## src/rtl/car_lane_ctrl_pkg.sv

```systemverilog
// Shared game-field constants for the road section: screen size,
// lane start positions, per-lane base speeds and lane state codes.
package car_lane_ctrl_pkg;

    localparam int GAME_SCREEN_W = 640;
    localparam int GAME_MAX_LEVEL = 7;

    // Packed per lane, lane k at bits [k*10 +: 10].
    localparam logic [39:0] LANE_INIT_X = {
        10'd300, 10'd200, 10'd100, 10'd0
    };
    localparam logic [39:0] LANE_BASE_SPEED = {
        10'd4, 10'd3, 10'd2, 10'd1
    };

    localparam logic [1:0] ST_RUN = 2'd0;
    localparam logic [1:0] ST_PAUSED = 2'd1;
    localparam logic [1:0] ST_FROZEN = 2'd2;

    // Even lanes travel right, odd lanes travel left.
    function automatic bit lane_left(input int k);
        return (k % 2) == 1;
    endfunction

endpackage

```

## src/rtl/car_lane_ctrl_tick_divider.sv

```systemverilog
// Free-running movement tick divider, counting 0..TICK_DIV-1.
// Ports: CLK, RST, i_clear (restart to 0), o_tick_cyc (count at top).
module car_lane_ctrl_tick_divider #(
    parameter int TICK_DIV = 250000
) (
    input  logic CLK,
    input  logic RST,
    input  logic i_clear,
    output logic o_tick_cyc
);

    localparam int CW = (TICK_DIV > 1) ? $clog2(TICK_DIV) : 1;

    logic [CW-1:0] cnt;

    assign o_tick_cyc = (cnt == CW'(TICK_DIV - 1));

    always_ff @(posedge CLK) begin
        if (RST || i_clear || o_tick_cyc) begin
            cnt <= '0;
        end else begin
            cnt <= cnt + 1'b1;
        end
    end

endmodule

```

## src/rtl/car_lane_ctrl.sv

```systemverilog
// Multi-lane car position controller with wrap, level speed, pause, freeze.
// Ports: CLK, RST, i_enable, i_level_up, i_restart, i_freeze,
//        o_car_x (packed lanes), o_level, o_tick, o_frozen.
module car_lane_ctrl
    import car_lane_ctrl_pkg::*;
#(
    parameter int NUM_LANES = 4,
    parameter int X_W = 10,
    parameter int SCREEN_W = GAME_SCREEN_W,
    parameter int TICK_DIV = 250000,
    parameter int MAX_LEVEL = GAME_MAX_LEVEL,
    parameter int FREEZE_TICKS = 100,
    parameter logic [NUM_LANES*X_W-1:0] INIT_X = LANE_INIT_X,
    parameter logic [NUM_LANES*X_W-1:0] BASE_SPEED = LANE_BASE_SPEED
) (
    input  logic                     CLK,
    input  logic                     RST,
    input  logic                     i_enable,
    input  logic                     i_level_up,
    input  logic                     i_restart,
    input  logic                     i_freeze,
    output logic [NUM_LANES*X_W-1:0] o_car_x,
    output logic [2:0]               o_level,
    output logic                     o_tick,
    output logic                     o_frozen
);

    localparam int FW = $clog2(FREEZE_TICKS + 1);

    logic                     tick_cyc;
    logic [FW-1:0]            frz_cnt;
    logic [1:0]               state;
    logic                     move;
    logic [NUM_LANES*X_W-1:0] nxt_x;

    car_lane_ctrl_tick_divider #(
        .TICK_DIV(TICK_DIV)
    ) u_tick_divider (
        .CLK       (CLK),
        .RST       (RST),
        .i_clear   (i_restart),
        .o_tick_cyc(tick_cyc)
    );

    // Pause wins over freeze; both block movement.
    always_comb begin
        state = ST_RUN;
        if (!i_enable) begin
            state = ST_PAUSED;
        end else if (frz_cnt != '0) begin
            state = ST_FROZEN;
        end
    end

    assign move = tick_cyc && (state == ST_RUN);
    assign o_frozen = (frz_cnt != '0);

    for (genvar k = 0; k < NUM_LANES; k++) begin : g_lane
        logic [X_W-1:0] x;
        logic [X_W-1:0] step;
        assign x = o_car_x[k*X_W +: X_W];
        assign step = BASE_SPEED[k*X_W +: X_W] + X_W'(o_level) - X_W'(1);
        if (lane_left(k)) begin : g_left
            // Wrapped result is below SCREEN_W, so X_W-bit modular math is exact.
            assign nxt_x[k*X_W +: X_W] = (x < step)
                ? x + X_W'(SCREEN_W) - step
                : x - step;
        end else begin : g_right
            logic [X_W:0] s;
            assign s = {1'b0, x} + {1'b0, step};
            assign nxt_x[k*X_W +: X_W] = (s >= (X_W+1)'(SCREEN_W))
                ? x + step - X_W'(SCREEN_W)
                : s[X_W-1:0];
        end
    end

    always_ff @(posedge CLK) begin
        if (RST) begin
            o_car_x <= INIT_X;
            o_level <= 3'd1;
            frz_cnt <= '0;
            o_tick  <= 1'b0;
        end else begin
            o_tick <= tick_cyc && !i_restart;
            if (i_restart) begin
                o_car_x <= INIT_X;
                o_level <= 3'd1;
                frz_cnt <= '0;
            end else begin
                if (i_level_up && (o_level != 3'(MAX_LEVEL))) begin
                    o_level <= o_level + 3'd1;
                end
                if (i_freeze) begin
                    frz_cnt <= FW'(FREEZE_TICKS);
                end else begin
                    if (tick_cyc && (frz_cnt != '0)) begin
                        frz_cnt <= frz_cnt - 1'b1;
                    end
                    if (move) begin
                        o_car_x <= nxt_x;
                    end
                end
            end
        end
    end

endmodule

```

## config.mk

```make
export PLATFORM = sky130hd
export DESIGN_NAME = car_lane_ctrl
export DESIGN_NICKNAME = d
export VERILOG_FILES = /design/src/rtl/car_lane_ctrl_pkg.sv /design/src/rtl/car_lane_ctrl_tick_divider.sv /design/src/rtl/car_lane_ctrl.sv
export SDC_FILE = /design/constraint.sdc
export NUM_CORES = 1
export LEC_CHECK = 0
export BUFFER_PORTS_ARGS = -buffer_cell sky130_fd_sc_hd__buf_2
export CORE_ASPECT_RATIO = 0.6
export CORE_MARGIN = 10
export CORE_UTILIZATION = 31
export CTS_CLUSTER_SIZE = 28
export DETAILED_ROUTE_END_ITERATION = 10
export RECOVER_POWER = 50
export SYNTH_ARGS = -nofsm -noshare
export SYNTH_HDL_FRONTEND = slang
export SYNTH_SLANG_ARGS = --single-unit
```

## constraint.sdc

```tcl
create_clock -name CLK -period 3.45 [get_ports CLK]
set_input_delay 0.345 -clock CLK [delete_from_list [all_inputs] [get_ports CLK]]
set_output_delay 0.345 -clock CLK [all_outputs]
set_load 0.02 [all_outputs]
```

After elaboration in Yosys (flattened, before gate mapping):

Cells that the tools add are included.

* register bits after elaboration: 69
* bits in latches: 0
* memory bits (writable): 0
* ROM bits: 0
* input bits: 6
* output and inout bits: 45
* logic and storage cells: 57
* memories: 0

* $add $sub $neg: 23
* $mul: 0
* divide/modulo/power cells: 0
* magnitude comparators: 4
* eq/ne operators: 2
* shifts and indexed selects: 0
* muxes and demuxes: 8
* bitwise logic cells: 1
* reductions and logical operators: 13

Operator list (count)
* $mux 10: 4
* $sub 10x10->10: 4
* $add 10x10->11: 2
* $ge 11x10->1 const B: 2
* $add 10x10->10: 2
* $add 10x10->10 const B: 2
* $lt 10x10->1: 2
* $sub 10x10->10 const B: 2
* $sub 4x1->5 const B: 4
* $add 18x1->18 const B: 1
* $eq 18x18->1 const B: 1
* $mux 7: 2
* $add 2x3->4 const A: 2
* $reduce_bool 7->1: 1
* $sub 7x1->7 const B: 1
* $add 1x3->4 const A: 1
* $add 3x3->4 const A: 1
* $logic_and 1x1->1: 4
* $mux 2: 2
* $add 3x1->3 const B: 1
* $ne 3x3->1 const B: 1
* $reduce_or 3->1: 1
* $logic_not 2->1: 1
* $logic_or 1x1->1: 2
* 5 further kinds: 5

Logic depth before layout (Yosys ltp):

Gate-level depths: netlist of run 1.

* depth after elaboration: 6
* depth in mapped cells: 14
* gate-level depth less buffers: 14

Modules after synthesis:

A second synthesis of run 1 with hierarchy kept.

* cells, all modules: 641
* area total of the unflattened synthesis: 5278.8 sq um

By module, submodules not included
* car_lane_ctrl: instances 1, cells each 548, area each 4461.8 sq um, sequential area each 1021.0 sq um
* car_lane_ctrl_tick_divider: instances 1, cells each 93, area each 817.0 sq um, sequential area each 360.3 sq um

Least setup slack after synthesis of run 1:

Ideal clock, no wire load.

* kind: flip-flop to flip-flop
* start: register o_level[1]
* end: register o_car_x[25]
* setup time: 0.072 ns
* data arrival time: 3.078 ns
* required time: 3.378 ns
* slack: 0.300 ns
* stages on the path, launching flop included: 11
* buffers on the path: 0
* clock period less this slack: 3.150 ns
* cells stage by stage: dfxtp_1 > inv_1 > ha_1 > fa_1 > nor2b_1 > a2111oi_1 > xnor2_1 > a22oi_2 > o211ai_1 > o31ai_2 > mux2i_1

* cells in the longest elaborated chain, start to end: 5
* elaborated cells on any way between the ends: 7
* classes of those cells: add/sub: 5; order compare: 1; mux: 1

RTL lines
* start, declared: line car_lane_ctrl.sv:23 `output logic [2:0] o_level,`
* start signal, assigned: line car_lane_ctrl.sv:91 `o_level <= o_level + 3'd1;`
* $add 2x3->4 (*): line car_lane_ctrl.sv:62 `assign step = BASE_SPEED[k*X_W +: X_W] + X_W'(o_level) - X_W'(1);`
* $sub 4x1->5 (*): line car_lane_ctrl.sv:62
* $add 10x10->10 / $add 10x10->11 (equally long branches): line car_lane_ctrl.sv:72, car_lane_ctrl.sv:70
* $sub 10x10->10 / $ge 11x10->1 (equally long branches): line car_lane_ctrl.sv:72, car_lane_ctrl.sv:71
* $mux 10 (*): line car_lane_ctrl.sv:72 `? x + step - X_W'(SCREEN_W)`
* end signal, assigned: line car_lane_ctrl.sv:100 `o_car_x <= nxt_x;`
* end, declared: line car_lane_ctrl.sv:22 `output logic [NUM_LANES*X_W-1:0] o_car_x,`

Mark *: on every way between the ends. The rest lies on a longest branch, timed or not.
A chain may end at the register's enable or synchronous reset.

Final worst setup path of run 1:

* start: register o_level[0]
* end: register o_car_x[19]

* cells in the longest elaborated chain, start to end: 4
* elaborated cells on any way between the ends: 6
* classes of those cells: add/sub: 4; order compare: 1; mux: 1

RTL lines
* $add 2x3->4 (*): line car_lane_ctrl.sv:62
* $sub 4x1->5 (*): line car_lane_ctrl.sv:62
* via g_lane[1].step[0]: line car_lane_ctrl.sv:60 `logic [X_W-1:0] step;`
* $sub 10x10->10, or another cell as far along: line car_lane_ctrl.sv:67 `: x - step;`
* $mux 10 (*): line car_lane_ctrl.sv:66 `? x + X_W'(SCREEN_W) - step`

The timed path passes the listed nets; every way through them passes the cells marked *.

==> results.ini, run 1 <==
[final_layout]
final_cell_mix = dfxtp_1, ha_1, nor2_1, inv_1, nand2_1
num-nets-final = 772
layout_commonest_cell = dfxtp_1
antenna_cells = 0
area_growth_pct = 14.43
drive_gt1_share_pct = 6.322
fillers = 1826

[drt]
wl_met3_um = 883
via_count = 4494
wire_per_inst_um = 14.86
highest_layer = met4
dr.pass1.iters = 5
vias_per_cell = 4.832
drc = 0
finalWirelength_um = 13820
met1_length_um = 7782
wl_met2_um = 5032
antenna_left = 0
drt-initial-drc-count = 302

[power_and_ir_drop]
ir_drop_uv = 250.6
switching_share_pct = 23.97
power.density_nw_per_um2 = 321.0
power_frac_seq_pct = 41.0
p_leak_nw = 2.333
combPwrFrac_pct = 6.6
cell_internal_pwr_mw = 1.492
p_clk_share_pct = 52.3
p_sw_mw = 0.4702

[synth]
ys_seq_elements = 69
synth_cells = 643
synth_compound_area_share_pct = 17.71
seq_area_frac_synth_pct = 25.87
post_synth_xor_area_fraction_pct = 9.185
synth_cell_type_count = 56
synth_largest_area_cell = dfxtp_1
synth-simple-area-share_pct = 20.64
avgSynthCellArea_um2 = 8.305
synth_top_family_by_area = simple AND/OR/NAND/NOR gates
synthArstFlopShare_pct = 0
synth_adder_area_share_pct = 19.54
synth_nets = 724
synth.area.mux_share_pct = 1.125
syn_area_um2 = 5340
synth.area.top_cells = dfxtp_1, ha_1, xnor2_1
synth_warnings = 0
synth.top_cell.area_share_pct = 25.87
synth-main-ff-cell = dfxtp_1
synth_enable_flop_cells = 0

[grt]
grt-ovfl-total = 0
grt_usage_pct = 12.32
antenna_found_initial = 0
grt_pass1_wl_um = 23240
grt_pass1_vias = 4389
grt_max_degree = 34

[worst_setup_path]
cp_slowest_stage_delay_ns = 0.49
critical-path-top-delay-family = adder cells
cp.required_ns = 3.64
critPathBufInv = 3
path_cells = inv_1 > ha_1 > inv_1 > ha_1 > ha_1 > inv_1 > fa_1 > o21bai_1 > a21oi_1 > nor2_1 > o41ai_1 > xnor2_1 > a22oi_1 > o32ai_1
end_kind = flop
slowest_stage = dfxtp_1
arrival_ns = 3.41
rrSetupSlack_ns = 0.23
worstSetupStartpointType = flop
worstSetupPathType = flop to flop
path_max_fanout = 8

[floorplan]
dieArea_um2 = 23050
ios = 51
die_h_um = 121.7
rows = 37
die_w_um = 189.4
start_util_pct = 31.35
coreArea_um2 = 17040

[clock_tree]
cts_sinks = 69
h-tree-depth = 3
clock_path_buffers = 2
cts_root_buffer = clkbuf_16
postCtsSetupBuffers = 0
clk_latency_ns = 0.34
cts_hold_buf = 0
cts.repair.resized = 0
cts_tree = done
clkTransAtPathRegs_ns = 0.07
numCtsBuffers = 9

[sta]
hold_violations = 0
slew_headroom_pct = 43.55
setup_viol = 0
fmax_mhz = 310.8
rsz0062_at_grt = no
drv_slew = 0
clock_skew_ns = 0.009085
tightest_slew_ns = 0.8467
fin_crit_sh_pct = 93.26
whs_ns = 0.2940
fin_tns_setup_ns = 0
fin_crit_ns = 3.217

[placed_design]
gp_congestion = 0.8670
dp_hpwl_um = 10530
numPortBuffers = 50

[worst_hold_path]
min_path_type = input pin to flop

[run]
max_cap_violations = 0

[outcome]
status = finished, final reports clean

==> final timing paths <==
check                         from                     to  cells past startpoint
max                     o_level[0]            o_car_x[19]                     14
min                       i_freeze             frz_cnt[0]                      2
max reg2reg             o_level[0]            o_car_x[19]                     14
min reg2reg  u_tick_divider.cnt[0]  u_tick_divider.cnt[0]                      1
==> layout make-up <==
cell class / instances / area, um2 / share of cell area, %
clock buffers: 10 / 229.0 / 3.747
clock inverters: 6 / 93.84 / 1.536
inverters: 56 / 210.2 / 3.440
multi-input cells: 497 / 3640 / 59.56
flip-flops and latches: 69 / 1381 / 22.60
well taps: 234 / 292.8 / 4.791
repair buffers: 58 / 264.0 / 4.320
==> routing by layer <==
metal | vias up | track usage, %
met2 | 103 | 16.18
met4 | 0 | 2.419
met1 | 2062 | 18.78
met5 | - | 0
met3 | 9 | 3.881
li1 | 2320 | -
==> cells in the mapped netlist, types with 2 or more instances <==
cell,instances
dfxtp_1,69
or3_1,6
o21ai_1,9
a211oi_1,11
nand3_1,26
buf_2,4
nor3b_1,2
nor3_1,14
a31o_2,2
and3_1,13
clkbuf_1,14
nand2_1,51
nor2b_1,6
xor2_1,23
mux2i_1,6
fa_1,14
inv_1,56
nand4_1,7
or3_4,2
nor2_1,59
nor4bb_1,2
nor4b_2,2
a21o_1,8
o21a_1,7
o211ai_1,5
xnor2_1,33
ha_1,61
a31oi_1,9
o21bai_1,6
o31a_1,3
a21oi_1,46
nand2b_1,14
o21ai_0,21
nand3b_1,3
nor4_4,2
a22oi_1,2
buf_6,3
a221oi_2,3
o32ai_1,2
==> per-stage QoR <==
| step | utilization [%] | total power [mW] | instance area, um2 | cells | setup slack (ns) |
|---|---|---|---|---|---|
| 2_1_floorplan | - | 0.9225 | 5340 | 643 | 0.3002 |
| 3_3_place_gp | 34.35 | 0.9536 | 5852 | 914 | 0.3664 |
| 3_5_place_dp | 34.35 | 0.9535 | 5852 | 914 | 0.2606 |
| 4_1_cts | 36.24 | 1.984 | 6175 | 930 | 0.2206 |
| 5_1_grt | 35.87 | 2.038 | 6111 | 930 | 0.005603 |
| 6_report | 35.87 | 1.962 | 6111 | 930 | 0.2325 |
==> power groups by stage <==
| stage | sequential (mW) | clock, mW | combinational, mW |
|---|---|---|---|
| floorplan | 0.825 | 0 | 0.0979 |
| global placement | 0.823 | 0 | 0.131 |
| detailed placement | 0.823 | 0 | 0.131 |
| CTS | 0.805 | 1.05 | 0.132 |
| global route | 0.805 | 1.08 | 0.148 |
| finish | 0.805 | 1.03 | 0.130 |
==> cells by family after synthesis <==
kind of cell    Yosys count
compound gates          145
xor+xnor                 56
fa+ha+maj                75
buf+inv                  77
flops                    69
mux                       6
simple gates            215
==> registers in the layout, indices dropped and copies added (netlist names) <==
signal              flops
o_tick                  1
frz_cnt                 7
u_tick_divider.cnt     18
o_level                 3
o_car_x                40
==> worst register-to-register path: cells and delay by family, from the launching register on <==
kind | cells | cell delay [ns]
flops | 1 | 0.49
xor+xnor | 1 | 0.11
simple gates | 1 | 0.08
buf+inv | 3 | 0.31
fa+ha+maj | 4 | 1.13
compound gates | 5 | 0.94
No activity file was read; power rests on OpenSTA's default activity.
==> inputs of run 2 (changes only) <==
--- a/config.mk
+++ b/config.mk
@@ -11,7 +11,6 @@
 export CORE_UTILIZATION = 31
 export CTS_CLUSTER_SIZE = 28
 export DETAILED_ROUTE_END_ITERATION = 10
-export RECOVER_POWER = 50
 export SYNTH_ARGS = -nofsm -noshare
 export SYNTH_HDL_FRONTEND = slang
 export SYNTH_SLANG_ARGS = --single-unit
==> run 2 against run 1 <==
Effect of this change: flip-flop and latch count unchanged; non-clock buffer count unchanged; global-route usage unchanged; sequential power about the same; final cell count unchanged; via count increased by 0.82%; core utilization increased by 0.37 points; hold slack got worse by 0.00079 ns.
==> results.ini, run 2 (same netlist as run 1, synthesis figures left out) <==
[outcome]
status = finished, final reports clean

[grt]
grt_pass1_vias = 4389
met3_usage_pct = 3.881
antenna_found_initial = 0
globalRoute.busiestLayer = met1
grt_max_degree = 34
grt-ovfl-total = 0
grt_pass1_wl_um = 23240
grt_usage_pct = 12.32
met1_usage_pct = 18.78
grt_use_met2_pct = 16.18

[drt]
wire_per_inst_um = 14.89
via_count = 4531
vias_per_cell = 4.872
antenna_left = 0
drc = 0
finalWirelength_um = 13850
drt-initial-drc-count = 307
dr.pass1.iters = 4

[sta]
fmax_mhz = 311.4
setup_viol = 0
fin_tns_setup_ns = 0
fin_crit_ns = 3.211
slew_headroom_pct = 42.98
clock_skew_ns = 0.009391
drv_slew = 0
tightest_slew_ns = 0.8554
fin_crit_sh_pct = 93.07
rsz0062_at_grt = no
hold_violations = 0
whs_ns = 0.2932

[worst_setup_path]
r2r_start = o_level[0]
worstSetupStartpointType = flop
end_kind = flop
r2r_end = o_car_x[19]
worstSetupPathType = flop to flop
rrSetupSlack_ns = 0.24
path_max_fanout = 8
arrival_ns = 3.40
reg2reg_depth = 14
cp.required_ns = 3.64

[floorplan]
coreArea_um2 = 17040
start_util_pct = 31.35
rows = 37
dieArea_um2 = 23050
die_w_um = 189.4
ios = 51
die_h_um = 121.7

[final_layout]
layout_commonest_cell = dfxtp_1
antenna_cells = 0
fin_area_um2 = 6175
largestRegisters = o_car_x x40, u_tick_divider.cnt x18, frz_cnt x7
drive_gt1_share_pct = 12.93
num-nets-final = 772
largest_register = o_car_x
fin_cells = 930
largest_register_ffs = 40
final_cell_mix = dfxtp_1, ha_1, nor2_1, inv_1, nand2_1
area_growth_pct = 15.63
regArea_um2 = 1381
multi_input_area_um2 = 3645
fillers = 1806

[power_and_ir_drop]
cell_internal_pwr_mw = 1.492
p_sw_mw = 0.4737
power_mw = 1.966
power_frac_seq_pct = 40.9
p_leak_nw = 2.495
ir_drop_uv = 250.6
combPwrFrac_pct = 6.7
switching_share_pct = 24.09
p_clk_share_pct = 52.4
power.density_nw_per_um2 = 318.4

[placed_design]
numPortBuffers = 50
gp_congestion = 0.8670
dp_hpwl_um = 10530
post_dp_cell_area_um2 = 5852
place_inst = 914

[clock_tree]
cts_root_buffer = clkbuf_16
numCtsBuffers = 9
cts_tree = done
cts_hold_buf = 0
cts.repair.resized = 0
clkTransAtPathRegs_ns = 0.07
h-tree-depth = 3
postCtsSetupBuffers = 0
cts_sinks = 69
clock_path_buffers = 2
clk_latency_ns = 0.34

[worst_hold_path]
hold_end = frz_cnt[0]
min_path_type = input pin to flop
whs_path_depth = 2
min_from = i_freeze

[run]
max_cap_violations = 0

[run 2: changes by cell type in the layout (fill, tap and decap cells not counted)]
| cell | before | now |
|---|---|---|
| clkbuf_1 | 46 | 1 |
| or3_1 | 7 | 6 |
| or3_4 | 1 | 2 |
| buf_4 | 6 | 7 |
| or2_0 | 1 | 0 |
| buf_2 | 6 | 50 |
| or2_1 | 0 | 1 |
[run 2: stage by stage]
stage                     setup slack [ns]  utilization (%)
final                               0.2391            36.24
after global routing              0.007599            36.24
after CTS                           0.2206            36.24
after detailed placement            0.2606            34.35
after global placement              0.3664            34.35
after floorplan                     0.3002                -
[run 2: cell type report]
type / instances / share of cell area [%]
clock buffers: 10 / 3.708
well taps: 234 / 4.742
multi-input cells: 497 / 59.03
flip-flops and latches: 69 / 22.37
clock inverters: 6 / 1.520
repair buffers: 58 / 5.228
inverters: 56 / 3.404
[run 2: layer usage]
metal / share of wire [%] / vias to the layer above / routed length (um)
li1: - / 2321 / -
met1: 56 / 2077 / 7791
met2: 36 / 124 / 5034
met3: 6.5 / 9 / 907
met4: 0.84 / 0 / 117
met5: 0 / - / 0
[run 2: worst max path at each step]
| stage | slack [ns] | startpoint | to |
|---|---|---|---|
| after global placement | 0.37 | o_level[0] | o_car_x[19] |
| final | 0.24 | o_level[0] | o_car_x[19] |
| after detailed placement | 0.26 | o_level[0] | o_car_x[19] |
| after floorplan | 0.30 | o_level[1] | o_car_x[25] |
| after global routing | 0.008 | o_level[0] | o_car_x[19] |
| after CTS | 0.22 | o_level[0] | o_car_x[19] |
[run 2: power groups by stage]
stage,Combinational (mW),Sequential [mW],Clock (mW)
floorplan,0.0979,0.825,0
global placement,0.131,0.823,0
detailed placement,0.131,0.823,0
CTS,0.132,0.805,1.05
global route,0.149,0.805,1.08
finish,0.131,0.805,1.03
[run 2: critical path: stages (launching register included)]
cell and delay [ns]:
dfxtp_1 0.49, inv_1 0.14, ha_1 0.40, inv_1 0.10, ha_1 0.31, ha_1 0.22, inv_1 0.07, fa_1 0.20
o21bai_1 0.07, a21oi_1 0.28, nor2_1 0.08, o41ai_1 0.33, xnor2_1 0.11, a22oi_1 0.18, o32ai_1 0.09
==> inputs of run 3 (changes only) <==
--- a/config.mk
+++ b/config.mk
@@ -7,7 +7,6 @@
 export LEC_CHECK = 0
 export BUFFER_PORTS_ARGS = -buffer_cell sky130_fd_sc_hd__buf_2
 export CORE_ASPECT_RATIO = 0.6
-export CORE_MARGIN = 10
 export CORE_UTILIZATION = 31
 export CTS_CLUSTER_SIZE = 28
 export DETAILED_ROUTE_END_ITERATION = 10
==> run 3 against run 2 <==
Effect of this change: first-iteration DRC count rose by 11%; critical endpoint is now o_car_x[25]; maximum frequency is 2.9% higher; register-to-register slack better by 0.09 ns; clock power fell by 10%; final cell count decreased by 0.43%; combinational power is essentially flat; highest routed layer unchanged; setup slack improved by 0.091 ns; critical path depth is 4 lower; largest power group unchanged.
==> results.ini, run 3 (same netlist as run 1, synthesis figures left out) <==
[final_layout]
layout_commonest_cell = dfxtp_1
utilization_pct = 37.16
num-nets-final = 774
fin_cells = 926
antenna_cells = 0
final_cell_mix = dfxtp_1, ha_1, nor2_1, inv_1, nand2_1
largestRegisters = o_car_x x40, u_tick_divider.cnt x18, frz_cnt x7
regArea_um2 = 1383
multi_input_area_um2 = 3652
drive_gt1_share_pct = 13.61
area_growth_pct = 15.04
largest_register_ffs = 40
fin_area_um2 = 6143
largest_register = o_car_x
fillers = 1712

[worst_setup_path]
r2r_end = o_car_x[25]
reg2reg_depth = 10
worstSetupPathType = flop to flop
worstSetupStartpointType = flop
arrival_ns = 3.39
end_kind = flop
cp.required_ns = 3.72
path_max_fanout = 7
r2r_start = o_level[1]
rrSetupSlack_ns = 0.33

[grt]
grt_usage_pct = 15.88
grt-ovfl-total = 0
grt_pass1_vias = 4144
antenna_found_initial = 0
grt_pass1_wl_um = 22180
grt_max_degree = 34

[drt]
dr.pass1.iters = 5
antenna_left = 0
via_count = 4527
wl_met3_um = 872
vias_per_cell = 4.889
wire_per_inst_um = 14.58
drc = 0
finalWirelength_um = 13500
drt-initial-drc-count = 340
wl_met2_um = 4884
met1_length_um = 7643
highest_layer = met4

[clock_tree]
cts_sinks = 69
cts_root_buffer = clkbuf_16
clkTransAtPathRegs_ns = 0.07
cts_hold_buf = 0
clk_latency_ns = 0.34
clock_path_buffers = 2
numCtsBuffers = 9
cts_tree = done
h-tree-depth = 3

[placed_design]
gp_congestion = 0.8744
place_inst = 910
dp_slack_ns = 0.2614
dp_hpwl_um = 10110
numPortBuffers = 50
post_dp_cell_area_um2 = 5847

[floorplan]
coreArea_um2 = 16530
die_w_um = 171.4
die_h_um = 103.7
ios = 51
rows = 36
start_util_pct = 32.30
dieArea_um2 = 17770

[sta]
tightest_slew_ns = 0.8480
fin_crit_ns = 3.120
fmax_mhz = 320.5
slew_headroom_pct = 43.46
hold_violations = 0
drv_slew = 0
worst_slack_ns = 0.3303
setup_viol = 0
whs_ns = 0.2873
fin_tns_setup_ns = 0
fin_crit_sh_pct = 90.43
rsz0062_at_grt = no
clock_skew_ns = 0.01067

[worst_hold_path]
min_path_type = input pin to flop
min_from = i_freeze
whs_path_depth = 2
hold_end = frz_cnt[0]

[run]
max_cap_violations = 0

[outcome]
status = finished, final reports clean

[power_and_ir_drop]
power.density_nw_per_um2 = 303.3
p_leak_nw = 2.496
power_mw = 1.863
ir_drop_uv = 248.0

-- run 3: cell types whose count changed in the layout (fill, tap and decap cells not counted), sizes merged --
cell	previous run	this run
buf	58	60
bufinv	2	0
clkbuf	10	9
clkinv	1	2
inv	58	60
-- run 3: final cells by class --
cell class                 instances  share of cell area, %
inverter                          56                  3.422
multi-input combinational        497                  59.45
clock inverter                     7                  1.018
tap                              228                  4.644
clock buffer                       9                  3.666
sequential                        69                  22.51
timing repair buffer              60                  5.295
-- run 3: worst max-delay path by stage --
| stage | start | to | slack (ns) | cells past startpoint |
|---|---|---|---|---|
| 2_1_floorplan | o_level[1] | o_car_x[25] | 0.30 | 10 |
| 3_3_place_gp | o_level[0] | o_car_x[19] | 0.35 | 14 |
| 3_5_place_dp | o_level[0] | o_car_x[19] | 0.26 | 14 |
| 4_1_cts | o_level[0] | o_car_x[19] | 0.26 | 14 |
| 5_1_grt | o_level[1] | o_car_x[19] | 0.05 | 14 |
| 6_report | o_level[1] | o_car_x[25] | 0.33 | 10 |
-- run 3: critical path, cell delays in order, from the launching register on --
cell and delay, ns:
dfxtp_1 0.33, inv_1 0.09, ha_1 0.35, fa_1 0.45, nor2b_1 0.17, a211oi_1 0.53
xnor2_1 0.25, a22oi_2 0.42, o211ai_1 0.18, o31ai_2 0.10, mux2i_1 0.19
-- run 3: per-layer routing --
metal / vias up / global-route usage, %
met3: 9 / 3.783
met2: 134 / 19.92
li1: 2330 / -
met5: - / 0
met1: 2054 / 26.05
met4: 0 / 3.125
-- run 3: what timing repair did --
action | 4_1_cts | 5_1_grt
buffers inserted | 0 | 0
endpoints found under the hold margin | 0 | 0
setup endpoints to repair | 0 | 1
gates resized for setup | 0 | 2
-- run 3: power breakdown --
part           total (mW)  switching [mW]  internal (mW)
combinational       0.132          0.0798         0.0519
clock               0.927           0.424          0.503
sequential          0.805         0.00409          0.800
total                1.86           0.508           1.36
